### src/rtl/mem_port_arbiter_if.sv
// Bundle of the CPU fetch/data request ports and the shared memory port.
// The arbiter uses the slave view; the environment (core + bridge) uses master.
interface mem_port_arbiter_if #(
  parameter int unsigned ADDR_W = 32,
  parameter int unsigned DATA_W = 32
);
  localparam int unsigned STRB_W = DATA_W / 8;

  // instruction-fetch port
  logic              inst_req;
  logic [ADDR_W-1:0] inst_addr;
  logic [DATA_W-1:0] inst_rdata;
  logic              inst_ok;

  // load/store port
  logic              data_req;
  logic [STRB_W-1:0] data_wstrb;
  logic [ADDR_W-1:0] data_addr;
  logic [DATA_W-1:0] data_wdata;
  logic [DATA_W-1:0] data_rdata;
  logic              data_ok;

  // shared memory port
  logic              mem_req;
  logic              mem_wr;
  logic [STRB_W-1:0] mem_wstrb;
  logic [ADDR_W-1:0] mem_addr;
  logic [DATA_W-1:0] mem_wdata;
  logic              mem_addr_ok;
  logic              mem_data_ok;
  logic [DATA_W-1:0] mem_rdata;

  modport slave (
    input  inst_req, inst_addr,
    input  data_req, data_wstrb, data_addr, data_wdata,
    input  mem_addr_ok, mem_data_ok, mem_rdata,
    output inst_rdata, inst_ok, data_rdata, data_ok,
    output mem_req, mem_wr, mem_wstrb, mem_addr, mem_wdata
  );

  modport master (
    output inst_req, inst_addr,
    output data_req, data_wstrb, data_addr, data_wdata,
    output mem_addr_ok, mem_data_ok, mem_rdata,
    input  inst_rdata, inst_ok, data_rdata, data_ok,
    input  mem_req, mem_wr, mem_wstrb, mem_addr, mem_wdata
  );
endinterface

### src/rtl/mem_port_arbiter.sv
// Shares one SRAM-like port between CPU fetch and load/store: one transaction at a
// time, data wins over fetch, with a run limit so fetch cannot be starved.
module mem_port_arbiter #(
  parameter int unsigned ADDR_W       = 32,
  parameter int unsigned DATA_W       = 32,
  parameter int unsigned MAX_DATA_RUN = 4
) (
  input  logic              clk,
  input  logic              rst,
  mem_port_arbiter_if.slave bus
);
  localparam int unsigned STRB_W = DATA_W / 8;
  localparam int unsigned CNT_W  = 4;
  localparam logic [CNT_W-1:0] RUN_MAX = CNT_W'(MAX_DATA_RUN);

  typedef enum logic [1:0] {
    S_IDLE = 2'd0,
    S_ADDR = 2'd1,
    S_DATA = 2'd2
  } state_t;

  typedef enum logic {
    OWN_INST = 1'b0,
    OWN_DATA = 1'b1
  } owner_t;

  state_t            state_q,      state_d;
  owner_t            owner_q,      owner_d;
  logic [CNT_W-1:0]  run_cnt_q,    run_cnt_d;
  logic              mem_req_q,    mem_req_d;
  logic              mem_wr_q,     mem_wr_d;
  logic [STRB_W-1:0] mem_wstrb_q,  mem_wstrb_d;
  logic [ADDR_W-1:0] mem_addr_q,   mem_addr_d;
  logic [DATA_W-1:0] mem_wdata_q,  mem_wdata_d;
  logic [DATA_W-1:0] inst_rdata_q, inst_rdata_d;
  logic [DATA_W-1:0] data_rdata_q, data_rdata_d;
  logic              inst_ok_q,    inst_ok_d;
  logic              data_ok_q,    data_ok_d;

  // Fetch has waited through a full run of data grants and must go next.
  logic inst_starved_c;
  assign inst_starved_c = bus.inst_req && (run_cnt_q == RUN_MAX);

  // Next-state, grant and completion logic.
  always_comb begin
    state_d      = state_q;
    owner_d      = owner_q;
    run_cnt_d    = run_cnt_q;
    mem_req_d    = 1'b0;
    mem_wr_d     = mem_wr_q;
    mem_wstrb_d  = mem_wstrb_q;
    mem_addr_d   = mem_addr_q;
    mem_wdata_d  = mem_wdata_q;
    inst_rdata_d = inst_rdata_q;
    data_rdata_d = data_rdata_q;
    inst_ok_d    = 1'b0;
    data_ok_d    = 1'b0;

    unique case (state_q)
      S_IDLE: begin
        if (bus.data_req && !inst_starved_c) begin
          state_d     = S_ADDR;
          owner_d     = OWN_DATA;
          mem_req_d   = 1'b1;
          mem_wr_d    = |bus.data_wstrb;
          mem_wstrb_d = bus.data_wstrb;
          mem_addr_d  = bus.data_addr;
          mem_wdata_d = bus.data_wdata;
          // Only grants that make fetch wait count towards the run.
          if (bus.inst_req) begin
            run_cnt_d = (run_cnt_q < RUN_MAX) ? run_cnt_q + CNT_W'(1) : run_cnt_q;
          end else begin
            run_cnt_d = '0;
          end
        end else if (bus.inst_req) begin
          state_d     = S_ADDR;
          owner_d     = OWN_INST;
          mem_req_d   = 1'b1;
          mem_wr_d    = 1'b0;
          mem_wstrb_d = '0;
          mem_addr_d  = bus.inst_addr;
          mem_wdata_d = '0;
          run_cnt_d   = '0;
        end
      end

      S_ADDR: begin
        // A data_ok coinciding with addr_ok belongs to nothing here and is dropped.
        if (bus.mem_addr_ok) begin
          state_d = S_DATA;
        end else begin
          mem_req_d = 1'b1;
        end
      end

      S_DATA: begin
        if (bus.mem_data_ok) begin
          state_d = S_IDLE;
          if (owner_q == OWN_DATA) begin
            data_ok_d    = 1'b1;
            data_rdata_d = bus.mem_rdata;
          end else begin
            inst_ok_d    = 1'b1;
            inst_rdata_d = bus.mem_rdata;
          end
        end
      end

      default: begin
        state_d = S_IDLE;
      end
    endcase
  end

  // State and output registers.
  always_ff @(posedge clk or negedge rst) begin
    if (!rst) begin
      state_q      <= S_IDLE;
      owner_q      <= OWN_INST;
      run_cnt_q    <= '0;
      mem_req_q    <= 1'b0;
      mem_wr_q     <= 1'b0;
      mem_wstrb_q  <= '0;
      mem_addr_q   <= '0;
      mem_wdata_q  <= '0;
      inst_rdata_q <= '0;
      data_rdata_q <= '0;
      inst_ok_q    <= 1'b0;
      data_ok_q    <= 1'b0;
    end else begin
      state_q      <= state_d;
      owner_q      <= owner_d;
      run_cnt_q    <= run_cnt_d;
      mem_req_q    <= mem_req_d;
      mem_wr_q     <= mem_wr_d;
      mem_wstrb_q  <= mem_wstrb_d;
      mem_addr_q   <= mem_addr_d;
      mem_wdata_q  <= mem_wdata_d;
      inst_rdata_q <= inst_rdata_d;
      data_rdata_q <= data_rdata_d;
      inst_ok_q    <= inst_ok_d;
      data_ok_q    <= data_ok_d;
    end
  end

  assign bus.mem_req    = mem_req_q;
  assign bus.mem_wr     = mem_wr_q;
  assign bus.mem_wstrb  = mem_wstrb_q;
  assign bus.mem_addr   = mem_addr_q;
  assign bus.mem_wdata  = mem_wdata_q;
  assign bus.inst_rdata = inst_rdata_q;
  assign bus.inst_ok    = inst_ok_q;
  assign bus.data_rdata = data_rdata_q;
  assign bus.data_ok    = data_ok_q;

endmodule

### src/flat_wrapper.sv
// flat-port wrapper written by rule: the top's interface ports become plain ports
module mem_port_arbiter_flat 
#(
  parameter int unsigned ADDR_W       = 32,
  parameter int unsigned DATA_W       = 32,
  parameter int unsigned MAX_DATA_RUN = 4
)
  (clk, rst, bus_inst_req, bus_inst_addr, bus_data_req, bus_data_wstrb, bus_data_addr, bus_data_wdata, bus_mem_addr_ok, bus_mem_data_ok, bus_mem_rdata, bus_inst_rdata, bus_inst_ok, bus_data_rdata, bus_data_ok, bus_mem_req, bus_mem_wr, bus_mem_wstrb, bus_mem_addr, bus_mem_wdata);
  mem_port_arbiter_if #(.ADDR_W(ADDR_W), .DATA_W(DATA_W)) bus_i ();
  input  logic clk;
  input  logic rst;
  input wire logic [$bits(bus_i.inst_req)-1:0] bus_inst_req;
  input wire logic [$bits(bus_i.inst_addr)-1:0] bus_inst_addr;
  input wire logic [$bits(bus_i.data_req)-1:0] bus_data_req;
  input wire logic [$bits(bus_i.data_wstrb)-1:0] bus_data_wstrb;
  input wire logic [$bits(bus_i.data_addr)-1:0] bus_data_addr;
  input wire logic [$bits(bus_i.data_wdata)-1:0] bus_data_wdata;
  input wire logic [$bits(bus_i.mem_addr_ok)-1:0] bus_mem_addr_ok;
  input wire logic [$bits(bus_i.mem_data_ok)-1:0] bus_mem_data_ok;
  input wire logic [$bits(bus_i.mem_rdata)-1:0] bus_mem_rdata;
  output wire logic [$bits(bus_i.inst_rdata)-1:0] bus_inst_rdata;
  output wire logic [$bits(bus_i.inst_ok)-1:0] bus_inst_ok;
  output wire logic [$bits(bus_i.data_rdata)-1:0] bus_data_rdata;
  output wire logic [$bits(bus_i.data_ok)-1:0] bus_data_ok;
  output wire logic [$bits(bus_i.mem_req)-1:0] bus_mem_req;
  output wire logic [$bits(bus_i.mem_wr)-1:0] bus_mem_wr;
  output wire logic [$bits(bus_i.mem_wstrb)-1:0] bus_mem_wstrb;
  output wire logic [$bits(bus_i.mem_addr)-1:0] bus_mem_addr;
  output wire logic [$bits(bus_i.mem_wdata)-1:0] bus_mem_wdata;
  assign bus_i.inst_req = bus_inst_req;
  assign bus_i.inst_addr = bus_inst_addr;
  assign bus_i.data_req = bus_data_req;
  assign bus_i.data_wstrb = bus_data_wstrb;
  assign bus_i.data_addr = bus_data_addr;
  assign bus_i.data_wdata = bus_data_wdata;
  assign bus_i.mem_addr_ok = bus_mem_addr_ok;
  assign bus_i.mem_data_ok = bus_mem_data_ok;
  assign bus_i.mem_rdata = bus_mem_rdata;
  assign bus_inst_rdata = bus_i.inst_rdata;
  assign bus_inst_ok = bus_i.inst_ok;
  assign bus_data_rdata = bus_i.data_rdata;
  assign bus_data_ok = bus_i.data_ok;
  assign bus_mem_req = bus_i.mem_req;
  assign bus_mem_wr = bus_i.mem_wr;
  assign bus_mem_wstrb = bus_i.mem_wstrb;
  assign bus_mem_addr = bus_i.mem_addr;
  assign bus_mem_wdata = bus_i.mem_wdata;
  mem_port_arbiter #(.ADDR_W(ADDR_W), .DATA_W(DATA_W), .MAX_DATA_RUN(MAX_DATA_RUN)) u_core (.clk(clk), .rst(rst), .bus(bus_i));
endmodule
### config.mk
export PLATFORM = sky130hd
export DESIGN_NAME = mem_port_arbiter_flat
export DESIGN_NICKNAME = d
export VERILOG_FILES = /design/src/rtl/mem_port_arbiter_if.sv /design/src/rtl/mem_port_arbiter.sv /design/src/flat_wrapper.sv
export SDC_FILE = /design/constraint.sdc
export NUM_CORES = 1
export LEC_CHECK = 0
export ABC_CLOCK_PERIOD_IN_PS = 1800
export CAP_MARGIN = 40
export CELL_PAD_IN_SITES_DETAIL_PLACEMENT = 1
export CELL_PAD_IN_SITES_GLOBAL_PLACEMENT = 1
export CORE_MARGIN = 10
export CORE_UTILIZATION = 31
export CTS_CLUSTER_SIZE = 14
export DETAILED_ROUTE_END_ITERATION = 12
export GPL_TIMING_DRIVEN = 0
export PLACE_DENSITY = 0.9
export SKIP_LAST_GASP = 1
export SLEW_MARGIN = 30
export SYNTH_ARGS = -nofsm -noshare
export SYNTH_HDL_FRONTEND = slang
export SYNTH_SLANG_ARGS = --single-unit
### constraint.sdc
create_clock -name clk -period 1.8 [get_ports clk]
set_input_delay 0.18 -clock clk [delete_from_list [all_inputs] [get_ports clk]]
set_output_delay 0.18 -clock clk [all_outputs]
set_load 0.005 [all_outputs]
* Word level (Yosys, flattened, before mapping) *
Index checks and enable logic that the tools add are counted.

word-level totals
  register bits after elaboration = 143
  bits of input ports = 138
  output and inout port bits = 136
  logic and storage cells = 60

cells by class
  add/sub/neg operators = 1
  order comparisons = 1
  equal/unequal tests = 7
  multiplexer cells = 27
  bitwise logic cells = 1
  reductions and logical operators = 11

operator list
  operator                                                number
  2-to-1 mux 32 bit                                       4
  2-to-1 mux 4 bit                                        5
  2-to-1 mux 1 bit                                        12
  AND reduction 3 bit                                     4
  2-to-1 mux 2 bit                                        4
  one-hot mux 2 bit (3 select lines)                      1
  adder 4 x 1 -> 4 bit (second input constant)            1
  equality test 4 x 3 -> 1 bit (second input constant)    1
  < comparator 4 x 3 -> 1 bit (second input constant)     1
  inequality test 2 bit (second input constant)           2
  OR reduction 4 bit                                      1
  inequality test 3 x 2 -> 1 bit (second input constant)  1
  inequality test 3 bit (second input constant)           1
  equality test 2 x 1 -> 1 bit (second input constant)    1
  equality test 2 bit (second input constant)             1
  logical AND 1 bit                                       2
  zero test 2 bit                                         1
  one-hot mux 1 bit (2 select lines)                      1
  AND reduction 2 bit                                     1
  nonzero test 2 bit                                      1
  zero test 1 bit                                         1
  NOT 1 bit                                               1

* Longest topological paths before layout *
Gate-level depths: netlist (run 1).

  word-level depth = 6
  gate-level depth with buffers = 8
  mapped depth without buffers = 6

* Worst setup path before layout (run 1) *
OpenSTA, ideal clock, no wires.

  path type = register to register
  start = reg u_core.run_cnt_q[0]
  end = reg u_core.mem_addr_q[19] (netlist: u_core.bus.mem_addr[19])
  setup time = 0.121 ns
  arrival time = 1.316 ns
  data required time = 1.679 ns
  setup slack = 0.363 ns
  stages on the path, launching flop included = 9
  path buffers = 2
  period minus slack after synthesis = 1.437 ns
  cell sequence = dfrtp_1 > inv_1 > ha_1 > nand4b_1 > and2_1 > buf_4 > buf_6 > a21oi_2 > a21oi_1

between the ends
  longest elaborated chain between the ends = 6
  elaborated cells on any way between the ends = 7
  classes of those cells = eq/ne (1); mux (1); reduce/logical (5)

RTL lines
  element                               RTL line                 RTL
  start, declared                       mem_port_arbiter.sv:29   logic [CNT_W-1:0] run_cnt_q, run_cnt_d;
  start signal, assigned                mem_port_arbiter.sv:133  run_cnt_q <= run_cnt_d;
  equality test 4 x 3 -> 1 bit (*)      mem_port_arbiter.sv:42   assign inst_starved_c = bus.inst_req && (run_cnt_q == RUN_MAX);
  logical AND 1 bit (*)                 mem_port_arbiter.sv:42
  zero test 1 bit (*)                   mem_port_arbiter.sv:61   if (bus.data_req && !inst_starved_c) begin
  logical AND 1 bit (*)                 mem_port_arbiter.sv:61
  nonzero test 2 bit (no source line)   --
  AND reduction 2 bit (no source line)  --
  end signal, assigned                  mem_port_arbiter.sv:137  mem_addr_q <= mem_addr_d;
  end, declared                         mem_port_arbiter.sv:33   logic [ADDR_W-1:0] mem_addr_q, mem_addr_d;

Mark *: on every way between the ends. The rest lies on a longest branch, timed or not.
A chain may end at the register's enable or synchronous reset.

* Worst setup path after layout (run 1) *
  start = reg u_core.state_q[0]
  end = reg u_core.mem_addr_q[29] (netlist: u_core.bus.mem_addr[29])

between the ends
  longest elaborated chain between the ends = 2

RTL lines
  element                               RTL line                 RTL
  start, declared                       mem_port_arbiter.sv:27   state_t state_q, state_d;
  start signal, assigned                mem_port_arbiter.sv:131  state_q <= state_d;
  zero test 2 bit                       mem_port_arbiter.sv:59   unique case (state_q)
  AND reduction 2 bit (no source line)  --

Every way passes these cells.

==> out/metrics.cfg, run 1 <==
[placement]
place_inst=1022
gp_congestion=0.757
io_buffers=273
hpwl_um=17100
place_area_um2=9010

[yosys]
yosys_warnings=0
synth_edf_count=0
ys_ff_latch=143
synth_top_cell_area_share_pct=60.2
synthesis.nets=654
synthTopCellsByCount=dfrtp_1 (143), nand2_1 (108), a21oi_1 (57)
synth_cell_types=30
yosys.area.top_type=dfrtp_1
synthCells=514
yosys-top-cells-area=dfrtp_1 (60%), mux2_4 (7.3%), nand2_1 (6.8%)
ys_seq_area_share_pct=60.2
syn_area_per_cell_um2=11.6
async_reset_ff_share_pct=100
synthFlopType=dfrtp_1
netlist_area_um2=5950
yosysMostFrequentCell=dfrtp_1

[cells_and_area]
fin_util_pct=51.6
final_cells=1057
fill_cells=1988
drive_above_1_share_pct=16.3
area_delta_synth_final_pct=62.7
nNetsFinal=948
fin_area_um2=9680

[worst_setup_path]
crit_chain=nor2_1 -> o21ai_1 -> buf_4 -> buf_4 -> a21oi_1 -> a21oi_1
worstPathRequired_ps=2090
rr_endpoint=u_core.bus.mem_addr[29]
cp_slowest_cell=dfrtp_1
cp-start-kind=flip-flop
regToRegSetupSlack_ps=90
crit_type=flip-flop to flip-flop
worst-path-buf-inv=2
r2r-start=u_core.state_q[0]
endpoint_kind=flip-flop
reg2reg_depth=6
critPathMaxStageDelay_ps=420
path_max_fanout=10
crit_family=compound AO/OA/AOI/OAI gates
arrival_ps=2010

[global_routing]
gr-total-overflow=0
antenna_found_initial=4
grt_pass1_wl_um=32600
grt_max_degree=74
grt_use_total_pct=17.1
grt_pass1_vias=5603

[sta]
maxSlewHeadroom_pct=61.8
fmax_mhz=583
fin_skew_ps=19.6
report.final.slew_viol_count=0
timing.setup.tns_ps=0
finalCritPeriodShare_pct=95.2
period_needed_ps=1710
hold_viol_final=0
worst_slew_pin_slew_ps=572
setup_violations=0
rsz0062_at_grt=false

[run]
cap_viol_max_count=0

[min_path]
min_from=bus_inst_addr[7]
holdPathStages=3
hp-class=input port to flip-flop
holdPathEnd=u_core.bus.mem_addr[7]

[clock_tree]
cts.clk_slew.worst_paths_ps=60
postCtsSetupRepairBufs=0
clk_path_buf_depth=2
cts_tree=done
cts_made_buffers=17
clock_sinks=143
clock_latency_ps=420
clock-root-buffer=clkbuf_16
htreeDepth=4

[pwr]
irDropWorstVdd_mv=0.683
leakagePower_nw=4.36
total_power_mw=16.4
p_per_area_nw_per_um2=1690

[detailed_routing]
detail-route-antenna-nets=0
wl_per_cell_um=20.6
via_count=4967
firstDrtPassIters=4
drc_errors=0
routed_wl_um=21800
drtIter0Drc=138
vias_per_cell=4.70

[floorplanning]
row_count=50
pin_count=274
chipWidth_um=159
core_um2=18800
die_area_um2=25100
initial_core_util_pct=31.7
die_h_um=159

[run_status]
status=finished, final reports clean

==> how the worst max path moves through the flow <==
stage / startpoint / end / slack [ps] / cells after the start
floorplan: u_core.run_cnt_q[0] / u_core.bus.mem_addr[19] / 360 / 8
global placement: rst / u_core.bus.mem_wdata[4] / -5550 / 1
detailed placement: bus_inst_req / u_core.bus.mem_addr[24] / 8 / 6
CTS: u_core.state_q[0] / u_core.bus.mem_addr[29] / 90 / 6
global route: u_core.run_cnt_q[0] / u_core.bus.mem_addr[24] / 5 / 7
finish: u_core.state_q[0] / u_core.bus.mem_addr[29] / 90 / 6
==> metrics by stage <==
| stage | setup WS, ps | hold WS, ps |
|---|---|---|
| floorplan | 363 | -116 |
| global placement | -5550 | 449 |
| detailed placement | 8.13 | 205 |
| CTS | 86.5 | 284 |
| global route | 4.61 | 300 |
| finish | 86.0 | 298 |
==> where the power goes <==
group          switching, mW  internal [mW]  leakage (nW)
clock network           1.48           2.49         0.310
registers              0.843           4.71          1.76
logic                   2.77           4.09          2.29
==> worst register-to-register path, delay by kind of cell (launching register included) <==
| family | cells | cell delay (ps) |
|---|---|---|
| DFF | 1 | 420 |
| and+or+nand+nor | 1 | 330 |
| buffers and inverters | 2 | 420 |
| AOI/OAI and AO/OA | 3 | 420 |
==> registers in the layout, indices dropped and copies added, names as in the netlist, 2 cells and up <==
| signal | flops |
|---|---|
| u_core.bus.mem_wstrb | 4 |
| u_core.bus.mem_wdata | 32 |
| u_core.state_q | 2 |
| u_core.run_cnt_q | 4 |
| u_core.bus.mem_addr | 32 |
| u_core.bus.data_rdata | 32 |
| u_core.bus.inst_rdata | 32 |
==> layout by cell type, fill, tap and decap left out, types with 2 or more instances in the layout <==
| cell | count |
|---|---|
| buf_2 | 17 |
| diode_2 | 2 |
| o21ai_1 | 2 |
| inv_1 | 7 |
| dfrtp_1 | 143 |
| mux2_2 | 26 |
| buf_4 | 4 |
| clkbuf_16 | 17 |
| ha_1 | 2 |
| nand2_1 | 108 |
| a21oi_2 | 10 |
| mux2_4 | 29 |
| mux2_1 | 10 |
| nand3_1 | 36 |
| clkinvlp_4 | 3 |
| clkdlybuf4s50_1 | 272 |
| buf_6 | 10 |
| o21ai_0 | 4 |
| inv_6 | 4 |
| bufinv_16 | 5 |
| clkbuf_1 | 2 |
| a21oi_1 | 57 |
| nor2_1 | 34 |
==> area by class of cell <==
class	instances	area, um2	share of cell area (%)
Timing Repair Buffer	275	2780	28.7
Sequential cell	143	3580	37.0
Tap cell	234	293	3.02
Inverter	7	26.3	0.271
Clock inverter	14	228	2.35
Multi-Input combinational cell	331	2110	21.8
Buffer	33	239	2.47
Antenna cell	2	5.00	0.0517
Clock buffer	18	429	4.43
==> metal layers <==
layer  part of all wire (%)  track usage, %  up-vias
met4                    2.5            6.53        4
met2                     51            29.9      191
li1                       -               -     2314
met5                   0.14               0        -
met3                     10            7.85       35
met1                     37            17.6     2423
==> timing repair <==
| action | 4_1_cts | 5_1_grt |
|---|---|---|
| resized for setup | 0 | 1 |
| endpoints found under the hold margin | 72 | 0 |
| hold buffers | 1 | 0 |
| endpoints found under the setup margin | 0 | 1 |
==> kinds of logic after synthesis <==
logic type | share of synthesized area, %
AND/OR/NAND/NOR | 13.5
AO/OA/AOI/OAI | 7.40
flip-flops | 60.2
multiplexers | 14.1
buffers and inverters | 4.42
adder cells (fa/ha/maj) | 0.421
(Power assumes the default switching activity.)
==> run 2, diff against run 1 <==
--- a/config.mk
+++ b/config.mk
@@ -10,11 +10,11 @@
 export CELL_PAD_IN_SITES_DETAIL_PLACEMENT = 1
 export CELL_PAD_IN_SITES_GLOBAL_PLACEMENT = 1
 export CORE_MARGIN = 10
-export CORE_UTILIZATION = 31
+export CORE_UTILIZATION = 30
 export CTS_CLUSTER_SIZE = 14
 export DETAILED_ROUTE_END_ITERATION = 12
 export GPL_TIMING_DRIVEN = 0
-export PLACE_DENSITY = 0.9
+export PLACE_DENSITY = 0.88
 export SKIP_LAST_GASP = 1
 export SLEW_MARGIN = 30
 export SYNTH_ARGS = -nofsm -noshare
==> run 2 against run 1 <==
  * Maximum frequency rose by 5.5%
  * Routed wire length barely moved
  * Critical endpoint is now u_core.bus.mem_addr[31]
  * Final cell count rose by 2.7%
  * Flip-flop and latch count did not move
  * Utilization fell by 2.1 points
  * Global-route usage fell by 0.56 points
  * Sequential share of layout area rose by 0.16 points
  * Register-to-register slack improved by 90 ps
  * Die area rose by 2.9%
  * Largest power group unchanged
  * Total power fell by 2.6%
==> out/metrics.cfg, run 2 (synthesis gave the netlist of run 1 again) <==
[sta]
fmax_mhz=616
report.final.slew_viol_count=0
setup_ws_ps=176
timing.setup.tns_ps=0
setup_violations=0
period_needed_ps=1620
worst_slew_pin_slew_ps=544
finalCritPeriodShare_pct=90.2
maxSlewHeadroom_pct=63.8
rsz0062_at_grt=false
whs_ps=306
fin_skew_ps=10.8
hold_viol_final=0

[floorplanning]
die_area_um2=25900
initial_core_util_pct=30.6
die_h_um=161
pin_count=274
core_um2=19500
row_count=51
chipWidth_um=161

[cells_and_area]
area_delta_synth_final_pct=62.1
drive_above_1_share_pct=16.3
multiInputGateArea_um2=2110
layout_commonest_cell=clkdlybuf4s50_1
layout_common_cells=clkdlybuf4s50_1 (272), dfrtp_1 (143), nand2_1 (108), a21oi_1 (57), nand3_1 (36)
seq_area_um2=3580
nNetsFinal=948
fill_cells=2081
fin_util_pct=49.5

[clock_tree]
clock_sinks=143
cts_tree=done
postCtsSetupRepairBufs=0
cts-resized-gates=0
clk_path_buf_depth=2
htreeDepth=4
cts-hold-fix-buffers=1
clock-root-buffer=clkbuf_16
cts_made_buffers=17
cts.clk_slew.worst_paths_ps=70
clock_latency_ps=410

[detailed_routing]
drc_errors=0
via_count=4943
wl_per_cell_um=20.1
routed_wl_um=21800
firstDrtPassIters=4
drtIter0Drc=124
vias_per_cell=4.55
detail-route-antenna-nets=0

[placement]
gp_congestion=0.749
dpl_worst_slack_ps=24.5
io_buffers=273
hpwl_um=16900

[worst_setup_path]
worstPathRequired_ps=2100
regToRegSetupSlack_ps=180
arrival_ps=1920
cp-start-kind=flip-flop
reg2reg_depth=8
path_max_fanout=10
r2r-start=u_core.run_cnt_q[0]
endpoint_kind=flip-flop
rr_endpoint=u_core.bus.mem_addr[31]
crit_type=flip-flop to flip-flop

[min_path]
holdPathStages=3
hp-class=input port to flip-flop
holdPathEnd=u_core.bus.mem_addr[23]
min_from=bus_inst_addr[23]

[run_status]
status=finished, final reports clean

[global_routing]
gr-total-overflow=0
grt_use_total_pct=16.6
grt_max_degree=79
grt_pass1_wl_um=33700
grt_pass1_vias=5601
antenna_found_initial=2

[pwr]
leakagePower_nw=4.33
irDropWorstVdd_mv=0.661
p_per_area_nw_per_um2=1660
total_power_mw=16.0

[run]
cap_viol_max_count=0

run 2: changes by cell type in the layout (fill, tap and decap cells not counted), sizes merged:
| cell | previous run | this run |
|---|---|---|
| buf | 33 | 34 |
| bufinv | 5 | 2 |
| inv | 12 | 13 |
| clkbuf | 20 | 18 |
| diode | 2 | 1 |
| clkinv | 1 | 3 |
run 2: through the flow:
| step | cells | cell area (um2) |
|---|---|---|
| after floorplan | 514 | 5950 |
| after global placement | 1052 | 9010 |
| after detailed placement | 1053 | 9040 |
| after CTS | 1085 | 9640 |
| after global routing | 1086 | 9640 |
| final | 1086 | 9640 |
run 2: area by class of cell:
type / count / area share (%)
multi-input cells: 331 / 21.9
clock buffers: 17 / 4.41
plain buffers: 33 / 2.45
flip-flops and latches: 143 / 37.1
clock inverters: 14 / 1.62
repair buffers: 275 / 28.8
well taps: 265 / 3.44
inverters: 7 / 0.273
diodes: 1 / 0.0260
run 2: critical path, cell delays in order (launching register included):
cell and delay [ps]:
dfrtp_1 380, inv_1 80, ha_1 180, nand4b_1 110, and2_1 180, buf_4 170, buf_6 150, a21oi_1 170
a21oi_1 90
run 2: how the worst max path moves through the flow:
stage	from	end	slack (ps)	cells past startpoint
3_3_place_gp	rst	u_core.bus.mem_addr[11]	-5550	1
2_1_floorplan	u_core.run_cnt_q[0]	u_core.bus.mem_addr[19]	360	8
5_1_grt	u_core.state_q[0]	u_core.bus.mem_addr[30]	0.7	6
6_report	u_core.run_cnt_q[0]	u_core.bus.mem_addr[31]	180	8
3_5_place_dp	bus_inst_req	u_core.bus.mem_req	20	5
4_1_cts	u_core.state_q[0]	u_core.bus.mem_addr[29]	100	6
run 2: per-layer routing:
layer,vias to the layer above,GRT usage (%),routed length (um)
li1,2315,-,-
met3,30,7.23,1890
met5,-,0,13
met1,2412,17.9,8560
met2,184,28.7,10800
met4,2,5.21,495
run 2: report_power, final:
group,internal (mW),switching (mW)
Sequential,4.71,0.862
Clock,2.06,1.48
Combinational,4.09,2.76
